## config.mk

```make
export PLATFORM = sky130hd
export DESIGN_NAME = mem_access_flat
export DESIGN_NICKNAME = d
export VERILOG_FILES = /design/src/rtl/mem_access_pkg.sv /design/src/rtl/mem_access_if.sv /design/src/rtl/mem_load_align.sv /design/src/rtl/mem_access.sv /design/src/flat_wrapper.sv
export SDC_FILE = /design/constraint.sdc
export NUM_CORES = 1
export LEC_CHECK = 0
export BUFFER_PORTS_ARGS = -buffer_cell sky130_fd_sc_hd__buf_4
export CAP_MARGIN = 40
export CORE_UTILIZATION = 25
export CTS_CLUSTER_DIAMETER = 150
export DETAILED_ROUTE_END_ITERATION = 8
export GPL_TIMING_DRIVEN = 1
export SLEW_MARGIN = 20
export SYNTH_ARGS = -nofsm -noshare
export SYNTH_HDL_FRONTEND = slang
export SYNTH_SLANG_ARGS = --single-unit
```

## constraint.sdc

```tcl
create_clock -name clk -period 1.65 [get_ports clk]
set_input_delay 0.0825 -clock clk [delete_from_list [all_inputs] [get_ports clk]]
set_output_delay 0.0825 -clock clk [all_outputs]
set_load 0.01 [all_outputs]
```

## src/rtl/mem_access_pkg.sv

```systemverilog
// Shared definitions for the memory-access stage.
// funct3 codes, exception causes, state encoding and common constants.
package mem_access_pkg;

    localparam logic [2:0] LB  = 3'b000;
    localparam logic [2:0] LH  = 3'b001;
    localparam logic [2:0] LW  = 3'b010;
    localparam logic [2:0] LBU = 3'b100;
    localparam logic [2:0] LHU = 3'b101;
    localparam logic [2:0] SB  = 3'b000;
    localparam logic [2:0] SH  = 3'b001;
    localparam logic [2:0] SW  = 3'b010;

    localparam logic [1:0] EXC_NONE     = 2'b00;
    localparam logic [1:0] EXC_MISALIGN = 2'b01;
    localparam logic [1:0] EXC_ILLEGAL  = 2'b10;
    localparam logic [1:0] EXC_TIMEOUT  = 2'b11;

    localparam logic        RstEnable   = 1'b1;
    localparam logic        WriteEnable = 1'b1;
    localparam logic [31:0] ZeroWord    = 32'h0000_0000;

    typedef enum logic {
        IDLE = 1'b0,
        BUSY = 1'b1
    } state_t;

endpackage

```

## src/rtl/mem_access_if.sv

```systemverilog
// Data-bus req/ack interface between the memory stage and the data memory.
// master = memory stage, slave = memory/bus fabric.
interface mem_access_if;

    logic        mem_req_o;
    logic        mem_we_o;
    logic [31:0] mem_addr_o;
    logic [3:0]  mem_be_o;
    logic [31:0] mem_wdata_o;
    logic [31:0] mem_rdata_i;
    logic        mem_ack_i;

    modport master (
        output mem_req_o,
        output mem_we_o,
        output mem_addr_o,
        output mem_be_o,
        output mem_wdata_o,
        input  mem_rdata_i,
        input  mem_ack_i
    );

    modport slave (
        input  mem_req_o,
        input  mem_we_o,
        input  mem_addr_o,
        input  mem_be_o,
        input  mem_wdata_o,
        output mem_rdata_i,
        output mem_ack_i
    );

endinterface

```

## src/rtl/mem_load_align.sv

```systemverilog
// Load data lane selection and sign/zero extension.
// Purely combinational; word loads pass straight through.
module mem_load_align
    import mem_access_pkg::*;
(
    input  logic [31:0] rdata,
    input  logic [1:0]  off,
    input  logic [2:0]  funct3,
    output logic [31:0] word
);

    logic [7:0]  b;
    logic [15:0] h;

    // pick the addressed byte/halfword, then extend by funct3
    always_comb begin
        b    = 8'h00;
        h    = off[1] ? rdata[31:16] : rdata[15:0];
        word = rdata;
        case (off)
            2'd0: b = rdata[7:0];
            2'd1: b = rdata[15:8];
            2'd2: b = rdata[23:16];
            default: b = rdata[31:24];
        endcase
        case (funct3)
            LB:  word = {{24{b[7]}}, b};
            LH:  word = {{16{h[15]}}, h};
            LBU: word = {24'h0, b};
            LHU: word = {16'h0, h};
            default: word = rdata;
        endcase
    end

endmodule

```

## src/rtl/mem_access.sv

```systemverilog
// Memory-access stage with integrated MEM/WB register.
// Optional bus-ack timeout enabled by defining MEM_TIMEOUT_EN.
module mem_access #(
    parameter int TIMEOUT_CYCLES = 256,
    parameter int REG_ADDR_W     = 5
) (
    input  logic                  clk,
    input  logic                  rst,
    input  logic                  valid_i,
    input  logic [REG_ADDR_W-1:0] wd_i,
    input  logic                  wreg_i,
    input  logic [31:0]           wdata_i,
    input  logic                  mem_rd_i,
    input  logic                  mem_wr_i,
    input  logic [2:0]            mem_funct3_i,
    input  logic [31:0]           mem_addr_i,
    input  logic [31:0]           mem_sdata_i,
    input  logic                  flush_i,
    output logic                  stallreq_o,
    output logic                  wb_we_o,
    output logic [REG_ADDR_W-1:0] wb_waddr_o,
    output logic [31:0]           wb_wdata_o,
    mem_access_if.master          bus,
    output logic                  exc_o,
    output logic [1:0]            exc_cause_o
);

    import mem_access_pkg::*;

    state_t state_q, state_d;

    logic [2:0]            f3_q, f3_d;
    logic [1:0]            off_q, off_d;
    logic [REG_ADDR_W-1:0] rd_q, rd_d;
    logic                  ld_q, ld_d;
    logic                  drop_q, drop_d;

    logic                  wb_we_d;
    logic [REG_ADDR_W-1:0] wb_waddr_d;
    logic [31:0]           wb_wdata_d;
    logic                  req_d;
    logic                  we_d;
    logic [31:0]           addr_d;
    logic [3:0]            be_d;
    logic [31:0]           wdat_d;
    logic                  exc_d;
    logic [1:0]            cause_d;

    logic [3:0]  be_s;
    logic [31:0] wd_s;
    logic        is_mem;
    logic        ld_ok;
    logic        st_ok;
    logic        illegal;
    logic        misal;
    logic [31:0] ld_word;

`ifdef MEM_TIMEOUT_EN
    localparam int CW = (TIMEOUT_CYCLES > 2) ? $clog2(TIMEOUT_CYCLES) : 1;
    localparam logic [CW-1:0] TERM = CW'(TIMEOUT_CYCLES - 1);
    logic [CW-1:0] cnt_q, cnt_d;
`else
    logic unused_timeout;
    assign unused_timeout = |TIMEOUT_CYCLES;
`endif

    mem_load_align u_align (
        .rdata  (bus.mem_rdata_i),
        .off    (off_q),
        .funct3 (f3_q),
        .word   (ld_word)
    );

    // decode legality and alignment of the incoming memory op
    always_comb begin
        is_mem  = mem_rd_i | mem_wr_i;
        ld_ok   = mem_funct3_i inside {LB, LH, LW, LBU, LHU};
        st_ok   = mem_funct3_i inside {SB, SH, SW};
        illegal = (mem_rd_i & mem_wr_i)
                | (mem_rd_i & ~ld_ok)
                | (mem_wr_i & ~st_ok);
        misal   = ((mem_funct3_i[1:0] == 2'b01) & mem_addr_i[0])
                | ((mem_funct3_i[1:0] == 2'b10) & (mem_addr_i[1:0] != 2'b00));
    end

    // store byte-lane steering and data replication
    always_comb begin
        be_s = 4'b0000;
        wd_s = ZeroWord;
        if (mem_wr_i) begin
            case (mem_funct3_i[1:0])
                2'b00: begin
                    be_s = 4'b0001 << mem_addr_i[1:0];
                    wd_s = {4{mem_sdata_i[7:0]}};
                end
                2'b01: begin
                    be_s = mem_addr_i[1] ? 4'b1100 : 4'b0011;
                    wd_s = {2{mem_sdata_i[15:0]}};
                end
                default: begin
                    be_s = 4'b1111;
                    wd_s = mem_sdata_i;
                end
            endcase
        end
    end

    // next-state, stall and next register values
    always_comb begin
        state_d    = state_q;
        stallreq_o = 1'b0;
        f3_d       = f3_q;
        off_d      = off_q;
        rd_d       = rd_q;
        ld_d       = ld_q;
        drop_d     = drop_q;
        wb_we_d    = ~WriteEnable;
        wb_waddr_d = wb_waddr_o;
        wb_wdata_d = wb_wdata_o;
        req_d      = bus.mem_req_o;
        we_d       = bus.mem_we_o;
        addr_d     = bus.mem_addr_o;
        be_d       = bus.mem_be_o;
        wdat_d     = bus.mem_wdata_o;
        exc_d      = 1'b0;
        cause_d    = exc_cause_o;
`ifdef MEM_TIMEOUT_EN
        cnt_d      = cnt_q;
`endif
        unique case (state_q)
            IDLE: begin
                if (valid_i && !flush_i) begin
                    if (!is_mem) begin
                        wb_we_d    = wreg_i;
                        wb_waddr_d = wd_i;
                        wb_wdata_d = wdata_i;
                    end else if (illegal) begin
                        exc_d   = 1'b1;
                        cause_d = EXC_ILLEGAL;
                    end else if (misal) begin
                        exc_d   = 1'b1;
                        cause_d = EXC_MISALIGN;
                    end else begin
                        stallreq_o = 1'b1;
                        f3_d       = mem_funct3_i;
                        off_d      = mem_addr_i[1:0];
                        rd_d       = wd_i;
                        ld_d       = mem_rd_i;
                        drop_d     = 1'b0;
                        req_d      = 1'b1;
                        we_d       = mem_wr_i;
                        addr_d     = {mem_addr_i[31:2], 2'b00};
                        be_d       = mem_wr_i ? be_s : 4'b1111;
                        wdat_d     = wd_s;
                        state_d    = BUSY;
`ifdef MEM_TIMEOUT_EN
                        cnt_d      = '0;
`endif
                    end
                end
            end
            BUSY: begin
                stallreq_o = 1'b1;
                drop_d     = drop_q | flush_i;
                if (bus.mem_ack_i) begin
                    stallreq_o = 1'b0;
                    req_d      = 1'b0;
                    state_d    = IDLE;
                    if (ld_q && !(drop_q || flush_i)) begin
                        wb_we_d    = WriteEnable;
                        wb_waddr_d = rd_q;
                        wb_wdata_d = ld_word;
                    end
                end
`ifdef MEM_TIMEOUT_EN
                else if (cnt_q == TERM) begin
                    stallreq_o = 1'b0;
                    req_d      = 1'b0;
                    state_d    = IDLE;
                    exc_d      = 1'b1;
                    cause_d    = EXC_TIMEOUT;
                end else begin
                    cnt_d = cnt_q + 1'b1;
                end
`endif
            end
            default: state_d = IDLE;
        endcase
    end

    // state, latches, bus outputs and MEM/WB register
    always_ff @(posedge clk) begin
        if (rst == RstEnable) begin
            state_q         <= IDLE;
            f3_q            <= 3'b000;
            off_q           <= 2'b00;
            rd_q            <= '0;
            ld_q            <= 1'b0;
            drop_q          <= 1'b0;
            wb_we_o         <= 1'b0;
            wb_waddr_o      <= '0;
            wb_wdata_o      <= ZeroWord;
            bus.mem_req_o   <= 1'b0;
            bus.mem_we_o    <= 1'b0;
            bus.mem_addr_o  <= ZeroWord;
            bus.mem_be_o    <= 4'b0000;
            bus.mem_wdata_o <= ZeroWord;
            exc_o           <= 1'b0;
            exc_cause_o     <= EXC_NONE;
`ifdef MEM_TIMEOUT_EN
            cnt_q           <= '0;
`endif
        end else begin
            state_q         <= state_d;
            f3_q            <= f3_d;
            off_q           <= off_d;
            rd_q            <= rd_d;
            ld_q            <= ld_d;
            drop_q          <= drop_d;
            wb_we_o         <= wb_we_d;
            wb_waddr_o      <= wb_waddr_d;
            wb_wdata_o      <= wb_wdata_d;
            bus.mem_req_o   <= req_d;
            bus.mem_we_o    <= we_d;
            bus.mem_addr_o  <= addr_d;
            bus.mem_be_o    <= be_d;
            bus.mem_wdata_o <= wdat_d;
            exc_o           <= exc_d;
            exc_cause_o     <= cause_d;
`ifdef MEM_TIMEOUT_EN
            cnt_q           <= cnt_d;
`endif
        end
    end

endmodule

```

## src/flat_wrapper.sv

```systemverilog
// flat-port wrapper written by rule: the top's interface ports become plain ports
module mem_access_flat import mem_access_pkg::*;
#(
    parameter int TIMEOUT_CYCLES = 256,
    parameter int REG_ADDR_W     = 5
)
  (clk, rst, valid_i, wd_i, wreg_i, wdata_i, mem_rd_i, mem_wr_i, mem_funct3_i, mem_addr_i, mem_sdata_i, flush_i, stallreq_o, wb_we_o, wb_waddr_o, wb_wdata_o, exc_o, exc_cause_o, bus_mem_req_o, bus_mem_we_o, bus_mem_addr_o, bus_mem_be_o, bus_mem_wdata_o, bus_mem_rdata_i, bus_mem_ack_i);
  mem_access_if bus_i ();
  input  logic clk;
  input  logic rst;
  input  logic valid_i;
  input  logic [REG_ADDR_W-1:0] wd_i;
  input  logic wreg_i;
  input  logic [31:0] wdata_i;
  input  logic mem_rd_i;
  input  logic mem_wr_i;
  input  logic [2:0] mem_funct3_i;
  input  logic [31:0] mem_addr_i;
  input  logic [31:0] mem_sdata_i;
  input  logic flush_i;
  output logic stallreq_o;
  output logic wb_we_o;
  output logic [REG_ADDR_W-1:0] wb_waddr_o;
  output logic [31:0] wb_wdata_o;
  output logic exc_o;
  output logic [1:0] exc_cause_o;
  output wire logic [$bits(bus_i.mem_req_o)-1:0] bus_mem_req_o;
  output wire logic [$bits(bus_i.mem_we_o)-1:0] bus_mem_we_o;
  output wire logic [$bits(bus_i.mem_addr_o)-1:0] bus_mem_addr_o;
  output wire logic [$bits(bus_i.mem_be_o)-1:0] bus_mem_be_o;
  output wire logic [$bits(bus_i.mem_wdata_o)-1:0] bus_mem_wdata_o;
  input wire logic [$bits(bus_i.mem_rdata_i)-1:0] bus_mem_rdata_i;
  input wire logic [$bits(bus_i.mem_ack_i)-1:0] bus_mem_ack_i;
  assign bus_mem_req_o = bus_i.mem_req_o;
  assign bus_mem_we_o = bus_i.mem_we_o;
  assign bus_mem_addr_o = bus_i.mem_addr_o;
  assign bus_mem_be_o = bus_i.mem_be_o;
  assign bus_mem_wdata_o = bus_i.mem_wdata_o;
  assign bus_i.mem_rdata_i = bus_mem_rdata_i;
  assign bus_i.mem_ack_i = bus_mem_ack_i;
  mem_access #(.TIMEOUT_CYCLES(TIMEOUT_CYCLES), .REG_ADDR_W(REG_ADDR_W)) u_core (.clk(clk), .rst(rst), .valid_i(valid_i), .wd_i(wd_i), .wreg_i(wreg_i), .wdata_i(wdata_i), .mem_rd_i(mem_rd_i), .mem_wr_i(mem_wr_i), .mem_funct3_i(mem_funct3_i), .mem_addr_i(mem_addr_i), .mem_sdata_i(mem_sdata_i), .flush_i(flush_i), .stallreq_o(stallreq_o), .wb_we_o(wb_we_o), .wb_waddr_o(wb_waddr_o), .wb_wdata_o(wb_wdata_o), .bus(bus_i), .exc_o(exc_o), .exc_cause_o(exc_cause_o));
endmodule
```

==> results of run 1 <==
[cells in the mapped netlist, drive strengths merged (17+ instances only)]
cell type / count
a211oi: 17
a21oi: 81
buf: 46
clkbuf: 42
dfxtp: 122
inv: 17
mux2i: 44
nand2: 52
nand4: 41
nor2: 64
o31ai: 58
[worst min-delay path: stages]
cell and delay, ns:
buf_4 0.09, a21oi_2 0.05, a211oi_2 0.16
[metal layers]
layer	global-route usage, %	vias to the layer above
li1	-	3525
met1	24.14	3580
met2	32.33	295
met3	5.136	22
met4	5.317	0
met5	0	-
[final timing paths]
kind | startpoint | endpoint | slack, ns | cells past startpoint
max reg2reg | u_core.off_q[1] | u_core.wb_wdata_o[30] | -0.07 | 4
min reg2reg | u_core.drop_q | u_core.drop_q | 0.46 | 2
min | wdata_i[5] | u_core.wb_wdata_o[5] | 0.001 | 3
max | u_core.state_q | stallreq_o | -0.1 | 6
[sequential cells by signal (all words and copies together), names as in the netlist]
signal and flops:
u_core.bus.mem_addr_o 30, u_core.bus.mem_be_o 4, u_core.bus.mem_req_o 1, u_core.bus.mem_wdata_o 32
u_core.bus.mem_we_o 1, u_core.drop_q 1, u_core.exc_cause_o 2, u_core.exc_o 1
u_core.f3_q 3, u_core.ld_q 1, u_core.off_q 2, u_core.rd_q 5
u_core.state_q 1, u_core.wb_waddr_o 5, u_core.wb_wdata_o 32, u_core.wb_we_o 1
[logic make-up after synthesis]
group	count (synthesis)	synth area share [%]
AO/OA/AOI/OAI	250	27.25
buffers and inverters	105	7.501
flip-flops	122	38.43
multiplexers	60	9.943
other	1	0.05901
AND/OR/NAND/NOR	208	16.81
[cell type report]
| cell class | instances | area, µm² | share of cell area (%) |
|---|---|---|---|
| tap | 324 | 405.4 | 3.722 |
| clock buffer | 20 | 466.7 | 4.284 |
| sequential | 122 | 2447 | 22.47 |
| clock inverter | 12 | 185.2 | 1.700 |
| timing repair buffer | 408 | 3546 | 32.55 |
| multi-input combinational | 524 | 3775 | 34.65 |
| inverter | 17 | 67.56 | 0.6203 |
[where the power goes]
part           leakage (nW)  internal [mW]  switching (mW)
clock network         0.318           2.67            1.51
logic                  2.97          0.819           0.832
registers             0.989           3.03          0.0532
[timing repair]
item                                    in CTS  in global routing
hold buffers                                82                  1
endpoints found under the setup margin      82                 90
resized for setup                           10                 61
gates cloned                                 2                  4
buffers inserted                             3                 13
pin swaps                                    4                 43
endpoints found under the hold margin       78                  1
==> results.toml, run 1 <==
[placement]
place.gp.congestion = 0.8555
post_dp_cell_area_um2 = 8884
port_buffers = 253
place_hpwl_um = 17090
post-place-cells = 1290
post-place-ws_ns = -0.1175

[floorplan]
dieArea_um2 = 26060
die_w_um = 161.4
rows = 57
io_pins = 256
die_height_um = 161.4
core_area_um2 = 24600
initial_core_util_pct = 25.83

[final_layout]
area_delta_synth_final_pct = 71.41
nets = 1234
final_cell_mix = "296 x buf_4, 120 x dfxtp_1, 83 x dlygate4sd3_1, 67 x a21oi_1, 57 x o31ai_1"
post-route-cell-area_um2 = 10890
antennaDiodeCount = 0
layout_commonest_cell = "buf_4"
postLayoutCoreUtil_pct = 44.27
drive_gt1_share_pct = 40.34
stdcell_count = 1427
nFillCells = 2407

[clock_tree]
cts_tree = "built"
clock_path_buffers = 2
clk_pin_slew_ns = 0.06
cts_buffers = 17
cts_htree_levels = 4
cts_sinks = 122
cts-root-buf = "clkbuf_16"
worstSkewPairLatency_ns = 0.42

[detailed_routing]
wl_per_cell_um = 18.54
dr_wl_met3_um = 1904
ant_nets = 0
topRoutingLayerUsed = "met4"
dr.first_iter.drc_count = 660
wl_met2_um = 12790
first_pass_iters = 7
routed-via-count = 7422
routed_wl_um = 26450
vias_per_cell = 5.201
drc = 0
wl_met1_um = 11380

[synthesis]
synth_area_um2 = 6355
syn_inst = 746
synth-edff-count = 0
yosysUniqueCellTypes = 54
synth.avg_cell_area_um2 = 8.519
synth.top_cells.by_area = "dfxtp_1 38%, mux2i_1 6.9%, o31ai_1 6.9%, a21oi_1 6.4%, nand4_1 4.0%"
synth_top_area_share_pct = 38.43
synth_ff_type = "dfxtp_1"
synth_warnings = 0
ys_ff_latch = 122
yosysSeqAreaShare_pct = 38.43
synth_top_area_cell = "dfxtp_1"
async_flop_share_pct = 0

[sta]
finalSetupViolCount = 33
layout_min_cycle_time_ns = 1.748
fmax_mhz = 572.2
finalHoldViolCount = 0
skew_ns = 0.007805
layout_setup_ws_ns = -0.09753
setup-tns-final_ns = -1.255
period_share_pct = 105.9
maxSlewViolCount = 0
rsz0062_at_grt = "yes"
relSlewSlack_pct = 45.58
holdWs_ns = 0.001463
max_slew.worst_pin.slew_ns = 0.8164

[outcome]
status = "finished, violations left"
failed_checks = "setup timing"

[flow_run]
drv_cap = 0

[worst_setup_path]
crit_chain = "or3b_4 -> nor2_4 -> buf_12 -> nand3_4 -> nand2_2 -> buf_6"
crit_type = "flip-flop to output pin"
cp_num_buf_inv = 2
end_kind = "output pin"
cp_data_required_time_ns = 1.57
critical_path.slowest_cell = "or3b_4"
cp-start-kind = "flip-flop"
critPathMaxFanout = 6
worstPathArrival_ns = 1.67
crit_path_max_incr_delay_ns = 0.40
crit_family = "simple AND/OR/NAND/NOR gates"

[global_routing]
grt_pass1_vias = 7001
track_usage_pct = 19.26
overflow = 0
antenna_found_initial = 0
grt_max_degree = 64
grt_pass1_wl_um = 39630

[power_and_ir_drop]
powerDensity_nw_per_um2 = 818.9
vdd_drop_max_uv = 475.3
total_power_mw = 8.920
p_leak_nw = 4.278

[hold_path]
hold_path.class = "primary input to flip-flop"
Power figures use the tool's default switching activity.
==> run 2, diff against run 1 <==
--- a/config.mk
+++ b/config.mk
@@ -11,7 +11,10 @@
 export CTS_CLUSTER_DIAMETER = 150
 export DETAILED_ROUTE_END_ITERATION = 8
 export GPL_TIMING_DRIVEN = 1
+export SETUP_SLACK_MARGIN = 0.15
+export SKIP_CTS_REPAIR_TIMING = 1
 export SLEW_MARGIN = 20
 export SYNTH_ARGS = -nofsm -noshare
 export SYNTH_HDL_FRONTEND = slang
+export SYNTH_HIERARCHICAL = 1
 export SYNTH_SLANG_ARGS = --single-unit
==> run 2 against run 1 <==
The run ends with hold timing, setup timing left. Worst hold slack got worse by 0.0086 ns. Area after synthesis rose by 6.9%. Register-to-register slack got worse by 0.03 ns.
==> results.toml, run 2 <==
[floorplan]
io_pins = 256
core_area_um2 = 26350
dieArea_um2 = 27830
initial_core_util_pct = 25.78
die_w_um = 166.8
rows = 59
die_height_um = 166.8

[detailed_routing]
vias_per_cell = 5.360
wl_per_cell_um = 20.42
dr.first_iter.drc_count = 649
routed-via-count = 7579
routed_wl_um = 28870
first_pass_iters = 5
ant_nets = 0
drc = 0

[worst_setup_path]
crit_type = "flip-flop to flip-flop"
r2r_slack_ns = -0.1
worstPathArrival_ns = 2.11
cp_data_required_time_ns = 2.01
critPathMaxFanout = 10
end_kind = "flip-flop"
cp-start-kind = "flip-flop"
r2r_cells = 6

[final_layout]
largestRegisters = "u_core/bus.mem_wdata_o: 32 flops, u_core/wb_wdata_o: 32 flops, u_core/bus.mem_addr_o: 30 flops"
layout_commonest_cell = "buf_4"
multiInputGateArea_um2 = 4233
final_cell_mix = "288 x buf_4, 118 x dfxtp_1, 113 x a21oi_1, 59 x o31ai_1, 53 x mux2i_1"
drive_gt1_share_pct = 42.91
ff_latch_area_um2 = 2450
nFillCells = 2577
area_delta_synth_final_pct = 63.62
post-route-cell-area_um2 = 11110
antennaDiodeCount = 0
nets = 1210

[clock_tree]
cts_htree_levels = 4
clock_path_buffers = 2
cts_buffers = 17
cts-root-buf = "clkbuf_16"
worstSkewPairLatency_ns = 0.43
clk_pin_slew_ns = 0.06
cts_sinks = 122
cts_tree = "built"

[synthesis]
synth.top_cells.by_area = "dfxtp_1 36%, a21oi_1 8.9%, mux2i_1 8.8%, o31ai_1 8.1%, a211oi_1 4.4%"
synth_top_area_share_pct = 35.96
synth_top_area_cell = "dfxtp_1"
yosysUniqueCellTypes = 48
ys_ff_latch = 122
synth_ff_type = "dfxtp_1"
yosys-top-cells-count = "122 x dfxtp_1, 121 x a21oi_1, 73 x o31ai_1"
syn_inst = 778
synth_most_common_cell = "dfxtp_1"
synth_warnings = 6
synth.avg_cell_area_um2 = 8.731
async_flop_share_pct = 0
synth-edff-count = 0
yosysSeqAreaShare_pct = 35.96
synth_area_um2 = 6793

[hold_path]
hold_path.class = "primary input to flip-flop"
min_path_cells = 3

[outcome]
status = "finished, violations left"
failed_checks = "hold timing, setup timing"

[sta]
layout_setup_ws_ns = -0.09941
relSlewSlack_pct = 64.53
maxSlewViolCount = 0
rsz0062_at_grt = "yes"
finalSetupViolCount = 38
max_slew.worst_pin.slew_ns = 0.5320
fmax_mhz = 571.6
period_share_pct = 106.0
layout_min_cycle_time_ns = 1.749
finalHoldViolCount = 1
skew_ns = 0.02231
holdWs_ns = -0.007117

[global_routing]
grt_pass1_wl_um = 39500
grt_pass1_vias = 7039
overflow = 0
grt_max_degree = 44
antenna_found_initial = 0
track_usage_pct = 18.17

[power_and_ir_drop]
p_leak_nw = 4.267
total_power_mw = 9.207
vdd_drop_max_uv = 613.9
powerDensity_nw_per_um2 = 828.3

[placement]
place_hpwl_um = 17970
place.gp.congestion = 0.8458
port_buffers = 253
post_dp_cell_area_um2 = 9281

[flow_run]
drv_cap = 0
-- run 2: cell count changes in the layout (fill, tap and decap cells not counted), moves of 14 or more --
cell,before,now
o2bb2ai_1,16,0
nor2_1,55,2
a211oi_1,13,34
nand2_1,51,36
dlygate4sd3_1,83,40
nor2b_1,5,32
a21oi_1,67,113
nand3_1,1,15
-- run 2: path summary, 6_finish.rpt --
path / start / end
setup reg to reg: u_core/state_q / u_core/bus.mem_wdata_o[6]
hold / removal: wdata_i[4] / u_core/wb_wdata_o[4]
setup / recovery: u_core/state_q / u_core/bus.mem_wdata_o[6]
hold reg to reg: u_core/bus.mem_req_o / u_core/bus.mem_req_o
-- run 2: where the power goes --
group	internal (mW)	switching (mW)	leakage [nW]
clock	2.73	1.48	0.316
sequential	3.04	0.0538	0.991
combinational	0.931	0.980	2.96
-- run 2: cells by family (layout without fill, tap and decap cells) --
group,count (synthesis),after routing,share of synthesized area (%)
multiplexers,77,77,11.66
AO/OA/AOI/OAI,298,298,29.38
AND/OR/NAND/NOR,172,172,14.96
other,1,2,0.05521
flip-flops,122,122,35.96
XOR/XNOR,1,1,0.1290
buffers and inverters,107,407,7.865
-- run 2: metal layers --
layer,up-vias,part of all wire (%),track usage (%)
met5,-,0,0
met4,0,2.7,6.924
met3,55,7.1,5.656
met2,315,48,29.71
met1,3670,42,22.22
li1,3539,-,-
-- run 2: per-stage QoR --
step | util (%) | instances | setup WS (ns) | hold slack [ns] | TNS (ns)
2_1_floorplan | - | 779 | 0.01188 | 0.2250 | 0
3_3_place_gp | 35.22 | 1322 | 0.009585 | 0.3499 | 0
3_5_place_dp | 35.22 | 1322 | -0.03187 | 0.3564 | -0.06965
4_1_cts | 37.65 | 1354 | -0.1867 | -0.1062 | -0.2840
5_1_grt | 42.17 | 1414 | -0.1485 | 0.001250 | -5.868
6_report | 42.17 | 1414 | -0.09941 | -0.007117 | -1.676
-- run 2: critical path, cell delays in order, from the launching register on --
cell and delay (ns):
dfxtp_2 0.34, nor3b_4 0.26, buf_6 0.14, o21ai_4 0.09, clkbuf_16 0.19, or4_4 0.50
a21oi_1 0.15
-- run 2: final cells by class --
| cell class | instances | area share [%] |
|---|---|---|
| Clock buffer | 21 | 4.053 |
| Multi-Input combinational cell | 550 | 38.08 |
| Sequential cell | 122 | 22.04 |
| Inverter | 5 | 0.1689 |
| Timing Repair Buffer | 370 | 30.16 |
| Clock inverter | 11 | 1.722 |
| Tap cell | 335 | 3.771 |
